==> src/rtl/seg_scan_ctrl.sv <==
// -----------------------------------------------------------------------------
// seg_scan_ctrl
//
// Time-multiplexed scan controller for DIGITS common-anode 7-segment digits
// that share one BCD-to-7-segment decoder. A double-buffered frame of BCD
// nibbles is scanned one digit slot at a time. A newly loaded frame waits in a
// one-deep pending buffer and replaces the displayed frame only at a frame
// boundary, so a scan never mixes digits from two frames.
//
// Parameters:
//   DIGITS  number of multiplexed digits (2..8)
//   DIV     clock cycles per digit slot (>= 2)
//   GUARD   anti-ghosting cycles at the start of each slot with all anodes
//           off (0 <= GUARD < DIV)
//
// Ports:
//   clk         clock, rising-edge active
//   rst_n       asynchronous active-low reset
//   ld_valid    a new frame is offered on ld_data
//   ld_data     frame, digit i = ld_data[4i+3:4i], digit 0 is rightmost
//   ld_ready    a frame can be accepted (pending buffer empty)
//   bcd         registered code for the shared decoder (4'hF = blank)
//   an_n        registered active-low one-hot digit enables
//   frame_done  one-cycle pulse the cycle after each frame boundary
//
// Build option:
//   SEG_SCAN_LZB_EN  when defined, leading zeros are blanked (digit 0 is
//                    never blanked). When undefined, nibbles pass unchanged.
// -----------------------------------------------------------------------------
module seg_scan_ctrl #(
  parameter int DIGITS = 4,
  parameter int DIV    = 50000,
  parameter int GUARD  = 2
) (
  input  logic                  clk,
  input  logic                  rst_n,
  input  logic                  ld_valid,
  input  logic [4*DIGITS-1:0]   ld_data,
  output logic                  ld_ready,
  output logic [3:0]            bcd,
  output logic [DIGITS-1:0]     an_n,
  output logic                  frame_done
);

  localparam int TICK_W = (DIV > 1) ? $clog2(DIV) : 1;
  localparam int IDX_W  = (DIGITS > 1) ? $clog2(DIGITS) : 1;

  localparam logic [TICK_W-1:0] TICK_LAST = TICK_W'(DIV - 1);
  localparam logic [TICK_W-1:0] GUARD_T   = TICK_W'(GUARD);
  localparam logic [IDX_W-1:0]  IDX_LAST  = IDX_W'(DIGITS - 1);

  // Scan position
  logic [TICK_W-1:0]   tick_q, tick_d;
  logic [IDX_W-1:0]    idx_q, idx_d;

  // Frame buffers
  logic [4*DIGITS-1:0] shadow_q, shadow_d;
  logic [4*DIGITS-1:0] pend_q, pend_d;
  logic                pend_v_q, pend_v_d;

  // Registered outputs
  logic [3:0]          bcd_q, bcd_d;
  logic [DIGITS-1:0]   an_n_q, an_n_d;
  logic                frame_done_q, frame_done_d;

  logic                boundary;
  logic                xfer;
  logic [3:0]          nib [DIGITS];

  // Load handshake: a frame transfers on a rising edge where ld_valid and
  // ld_ready are both high; ld_data is sampled only on that edge. ld_ready is
  // high exactly while the pending buffer is empty, and it does not depend on
  // ld_valid. Once a frame is pending, further offers are held off until the
  // next frame boundary moves it into the displayed frame.
  assign ld_ready = ~pend_v_q;
  assign xfer     = ld_valid & ~pend_v_q;

  // Last cycle of the last digit slot of a scan.
  assign boundary = (tick_q == TICK_LAST) && (idx_q == IDX_LAST);

  // Scan counters and frame buffers
  always_comb begin
    tick_d   = tick_q;
    idx_d    = idx_q;
    shadow_d = shadow_q;
    pend_d   = pend_q;
    pend_v_d = pend_v_q;

    if (tick_q == TICK_LAST) begin
      tick_d = '0;
      idx_d  = (idx_q == IDX_LAST) ? '0 : idx_q + 1'b1;
    end else begin
      tick_d = tick_q + 1'b1;
    end

    if (boundary && pend_v_q) begin
      shadow_d = pend_q;
      pend_v_d = 1'b0;
    end

    // A transfer needs an empty pending buffer, so it can never coincide with
    // the swap above; a transfer on the boundary edge waits a full frame.
    if (xfer) begin
      pend_d   = ld_data;
      pend_v_d = 1'b1;
    end
  end

  // Displayed nibbles, with optional leading-zero blanking
  always_comb begin
`ifdef SEG_SCAN_LZB_EN
    logic lead_zero;
`endif
    for (int i = 0; i < DIGITS; i++) begin
      nib[i] = shadow_q[4*i +: 4];
    end
`ifdef SEG_SCAN_LZB_EN
    // Walk from the most significant digit down; lead_zero stays set while
    // every digit seen so far is 0 or already blank. Digit 0 is excluded.
    lead_zero = 1'b1;
    for (int i = DIGITS - 1; i >= 1; i--) begin
      if (lead_zero && (shadow_q[4*i +: 4] == 4'h0)) begin
        nib[i] = 4'hF;
      end
      lead_zero = lead_zero &&
                  ((shadow_q[4*i +: 4] == 4'h0) || (shadow_q[4*i +: 4] == 4'hF));
    end
`endif
  end

  // Output next-state
  always_comb begin
    bcd_d = 4'hF;
    for (int i = 0; i < DIGITS; i++) begin
      if (idx_q == IDX_W'(i)) begin
        bcd_d = nib[i];
      end
    end
    an_n_d       = (tick_q < GUARD_T) ? {DIGITS{1'b1}} : ~(DIGITS'(1) << idx_q);
    frame_done_d = boundary;
  end

  always_ff @(posedge clk or negedge rst_n) begin
    if (!rst_n) begin
      tick_q       <= '0;
      idx_q        <= '0;
      shadow_q     <= {DIGITS{4'hF}};
      pend_q       <= '0;
      pend_v_q     <= 1'b0;
      bcd_q        <= 4'hF;
      an_n_q       <= {DIGITS{1'b1}};
      frame_done_q <= 1'b0;
    end else begin
      tick_q       <= tick_d;
      idx_q        <= idx_d;
      shadow_q     <= shadow_d;
      pend_q       <= pend_d;
      pend_v_q     <= pend_v_d;
      bcd_q        <= bcd_d;
      an_n_q       <= an_n_d;
      frame_done_q <= frame_done_d;
    end
  end

  assign bcd        = bcd_q;
  assign an_n       = an_n_q;
  assign frame_done = frame_done_q;

endmodule
==> config.mk <==
export PLATFORM = sky130hd
export DESIGN_NAME = seg_scan_ctrl
export DESIGN_NICKNAME = d
export VERILOG_FILES = /design/src/rtl/seg_scan_ctrl.sv
export SDC_FILE = /design/constraint.sdc
export NUM_CORES = 1
export LEC_CHECK = 0
export CAP_MARGIN = 20
export CORE_ASPECT_RATIO = 1.4
export CORE_MARGIN = 1.5
export CORE_UTILIZATION = 25
export DETAILED_ROUTE_END_ITERATION = 16
export DONT_BUFFER_PORTS = 1
export PLACE_DENSITY_LB_ADDON = 0.25
export SETUP_SLACK_MARGIN = 0.5
export SYNTH_ARGS = -nofsm -noshare
export SYNTH_HDL_FRONTEND = slang
export SYNTH_SLANG_ARGS = --single-unit
==> constraint.sdc <==
create_clock -name clk -period 2.5 [get_ports clk]
set_input_delay 0.625 -clock clk [delete_from_list [all_inputs] [get_ports clk]]
set_output_delay 0.625 -clock clk [all_outputs]
set_load 0.05 [all_outputs]
**Word-level counts from Yosys, hierarchy flattened**

Index checks and enable logic that the tools add are counted.

- $add $sub $neg: 2
- Magnitude comparators: 1
- Eq/ne operators: 4
- Shift-type cells: 1
- Muxes and demuxes: 9
- Bitwise operators: 3
- Reduce and logical (&&, ||, !) cells: 4

Operators with widths:

| cell | number |
|---|---|
| 4-bit 2-to-1 mux | 5 |
| 16-bit by 1-bit adder with 16-bit output (second input constant) | 1 |
| 16-bit equality test (second input constant) | 1 |
| 16-bit by 2-bit < comparator with 1-bit output (second input constant) | 1 |
| 16-bit 2-to-1 mux | 1 |
| 2-bit equality test (second input constant) | 2 |
| 4-bit inverter | 1 |
| 1-bit by 2-bit left shift with 4-bit output (first input constant) | 1 |
| 2-bit by 1-bit adder with 2-bit output (second input constant) | 1 |
| 2-bit by 1-bit equality test with 1-bit output (second input constant) | 1 |
| 1-bit logical AND | 2 |
| 2-bit zero test | 1 |
| 1-bit 2-to-1 mux | 2 |
| 2-bit 2-to-1 mux | 1 |
| 2-bit nonzero test | 1 |
| 1-bit AND | 1 |
| 1-bit inverter | 1 |

- Register bits after elaboration: 60
- Input bits: 19

**Logic depth before layout (Yosys ltp)**

- Depth in word-level cells: 5
- Mapped depth: 7
- Gate-level depth less buffers: 6

**Worst setup path after synthesis**

No wires, ideal clock.

- Kind: register -> register
- Start: reg tick_q[11]
- End: reg shadow_q[10]
- Library setup time: 0.085 ns
- Data arrival time: 2.080 ns
- Required time: 2.415 ns
- Setup slack: 0.335 ns
- Cell stages (with the launch flop): 7
- Clock period less this slack: 2.165 ns
- Path through: dfrtp_1 > or4_4 > nor4_4 > and3_1 > buf_4 > buf_12 > mux2_1

- Longest elaborated chain between the ends: 3

Ends and longest elaborated chain:

| what | line | text |
|---|---|---|
| start: declaration | 53 | `logic [TICK_W-1:0] tick_q, tick_d;` |
| start signal: assignment | 154 | `tick_q <= tick_d;` |
| 16-bit equality test | 79 | `assign boundary = (tick_q == TICK_LAST) && (idx_q == IDX_LAST);` |
| 1-bit logical AND | 79 |  |
| 1-bit logical AND | 96 | `if (boundary && pend_v_q) begin` |
| end signal: assignment | 147 | `shadow_q <= {DIGITS{4'hF}};` |
| end signal: assignment | 156 | `shadow_q <= shadow_d;` |
| end: declaration | 57 | `logic [4*DIGITS-1:0] shadow_q, shadow_d;` |

Every way passes these cells.
A chain may end at the register's enable or synchronous reset.

**Final worst setup path**

- Start: reg tick_q[11]
- End: reg shadow_q[1]

Same word-level chain as after synthesis.

==> results.yml <==
timing:
  clock_skew_ps: 5.33
  tns_ps: 0
  timing.final.ws_setup_ps: 525
  setup_violations: 0
  finalHoldViolations: 0
  rsz0062_at_grt: "true"
  fmax_mhz: 506
  finalCriticalPeriod_ps: 1980
  slew-limit-headroom_pct: 69.6
  min_period_over_period_pct: 79.0
  slew_viol_final: 0
  worst_pin_slew_ps: 456
place:
  dpl-instance-area_sq_um: 2710
  gp_congestion: 0.735
  dp_hpwl_um: 3440
  port_buffers: 0
  dpl_worst_slack_ps: 475
finish:
  ff_latch_area_sq_um: 1530
  antenna_cells: 0
  area_growth_pct: 19.0
  final_cell_mix: "36 x dfrtp_1, 26 x mux2_2, 24 x dfstp_2"
  design_area_sq_um: 3040
  multi_input_area_sq_um: 952
  fill_cells: 1009
  final_common_cell: "dfrtp_1"
  nets: 234
  layout-drive-gt1-share_pct: 34.9
floorplanning:
  die-area_sq_um: 10800
  row_count: 43
  ios: 29
  die_y_um: 123
  die_x_um: 88.5
  core_area_sq_um: 9950
  initial_core_util_pct: 25.7
logic_synthesis:
  synth-edff-count: 0
  ys_types: 31
  syn-cell-area_sq_um: 2560
  synth_area_leaders: "dfrtp_1 35%, dfstp_2 25%, mux2_2 11%"
  seq_area_frac_synth_pct: 59.9
  synthMuxAreaShare_pct: 15.8
  synthSimpleGateAreaFrac_pct: 12.0
  synth_top_family_by_area: "multiplexers"
  syn-num-nets: 222
  synth.ff_latch_count: 60
  synthXorXnorAreaFrac_pct: 4.11
  yosys_warnings: 0
  async_flop_share_pct: 100
  synth_area_per_cell_sq_um: 12.9
  synth_top_area_share_pct: 35.2
  synth_flop_cell: "dfrtp_1"
  synthAdderAreaFrac_pct: 2.45
  postSynthCellCount: 198
  synth_compound_area_share_pct: 2.59
  synth_top_area_cell: "dfrtp_1"
cts:
  clk_pin_slew_ps: 50
  cts.sinks: 60
  clk_latency_ps: 320
  htreeDepth: 3
  cts_root_buf: "clkbuf_16"
  cts_tree: "built"
  cts_made_buffers: 9
  clockBufferDepth: 2
grt:
  grt_max_degree: 37
  grt_first_pass_wirelength_um: 8150
  overflow: 0
  grtUsageMet1_pct: 11.8
  use_met2_pct: 17.7
  busiest_layer: "met2"
  grt_antenna_before_repair: 0
  grt_pass1_vias: 1522
  use_met3_pct: 4.17
  grt_usage_pct: 10.6
pwr:
  power_density_nw_per_um2: 719
  total_power_uw: 2190
  p_leak_uw: 0.00131
  peakVddDrop_uv: 420
route:
  vias: 1486
  ant_nets: 0
  viasPerCell: 4.25
  routed_wirelength_um: 5290
  wl_per_cell_um: 15.1
  drc: 0
  drtPass1Iterations: 4
  drtIter0Drc: 56
run_status:
  status: "finished clean"
worst_setup_path:
  path_max_fanout: 17
  cp.required_ps: 2750
  crit_chain: "or4_4, nor4_4, and3_4, buf_12, mux2_2"
  end_kind: "register"
  cp.arrival_ps: 2220
  slowest_delay_ps: 550
  slowest_stage: "or4_4"
  start_kind: "register"
  critPathKind: "register to register"
flow_run:
  drv_cap: 0
hold_path:
  hold_class: "input port to asynchronous set/reset pin"
## cell usage after synthesis, types with 2 or more instances
master    number
dfrtp_1       36
mux2_2        26
dfstp_2       24
nor2_1        14
nand2_1       13
mux2_1         9
inv_1          8
xnor2_1        7
nand3_1        6
o21ai_0        6
ha_1           5
nand4_1        5
xor2_1         5
clkbuf_1       4
nor3_1         4
nor2b_1        3
nor4_1         3
o22ai_1        3
a21oi_1        2
buf_4          2
nand2b_1       2
or3_1          2
## layout make-up
class	count	area share [%]
clock buffers	14	8.68
repair buffers	8	2.80
well taps	135	5.55
multi-input cells	123	31.3
inverters	8	0.987
flip-flops and latches	60	50.3
clock inverters	2	0.329
## cell families (layout without fill, tap and decap cells)
family          after synthesis  count (layout)
compound gates               12              12
buf+inv                      15              32
mux                          36              36
simple gates                 58              58
fa+ha+maj                     5               5
xor+xnor                     12              12
flops                        60              60
## worst max-delay path: cells and delay by family (launching register included)
family	cells	cell delay, ps
AND/OR/NAND/NOR	3	970
buffers and inverters	1	160
multiplexers	1	350
flip-flops	1	420
## worst paths after layout
check / startpoint / depth (start not counted) / slack (ps) / endpoint
setup reg to reg: tick_q[11]$_DFF_PN0_ / 5 / 520 / shadow_q[1]$_DFFE_PN1P_
min in group clk: ld_valid / 2 / 450 / pend_v_q$_DFFE_PN0P_
setup / recovery: tick_q[11]$_DFF_PN0_ / 5 / 520 / shadow_q[1]$_DFFE_PN1P_
hold / removal: rst_n / 1 / 140 / tick_q[14]$_DFF_PN0_
max in group asynchronous: rst_n / 1 / 2160 / pend_q[10]$_DFFE_PN0P_
hold reg to reg: shadow_q[14]$_DFFE_PN1P_ / 2 / 470 / bcd[2]$_DFF_PN1_
## layer usage
layer / wire length, um / up-vias / share of wire, %
li1: - / 704 / -
met1: 2190 / 754 / 41
met2: 2830 / 22 / 53
met3: 184 / 6 / 3.5
met4: 85 / 0 / 1.6
met5: 0 / - / 0
## stage by stage
stage / hold WS, ps / cells / util [%]
2_1_floorplan: 329 / 198 / -
3_3_place_gp: 332 / 330 / 27.2
3_5_place_dp: 332 / 330 / 27.2
4_1_cts: 138 / 347 / 30.2
5_1_grt: 124 / 350 / 30.6
6_report: 145 / 350 / 30.6
## power by group
part | total, uW | switching [uW] | internal (uW)
sequential | 1020 | 16.9 | 1010
combinational | 43.5 | 18.3 | 25.2
clock | 1120 | 402 | 721
## sequential cells by signal, indices dropped and copies added, names as in the netlist
name / flops
pend_q: 16
shadow_q: 16
tick_q: 16
an_n: 4
bcd: 4
idx_q: 2
frame_done: 1
pend_v_q: 1
## what timing repair did
item | 4_1_cts | 5_1_grt
setup buffers | 0 | 3
hold buffers | 1 | 0
gates resized for setup | 1 | 4
endpoints found under the setup margin | 16 | 16
endpoints found under the hold margin | 36 | 0
Note: power is estimated with default switching activity, not from simulation.
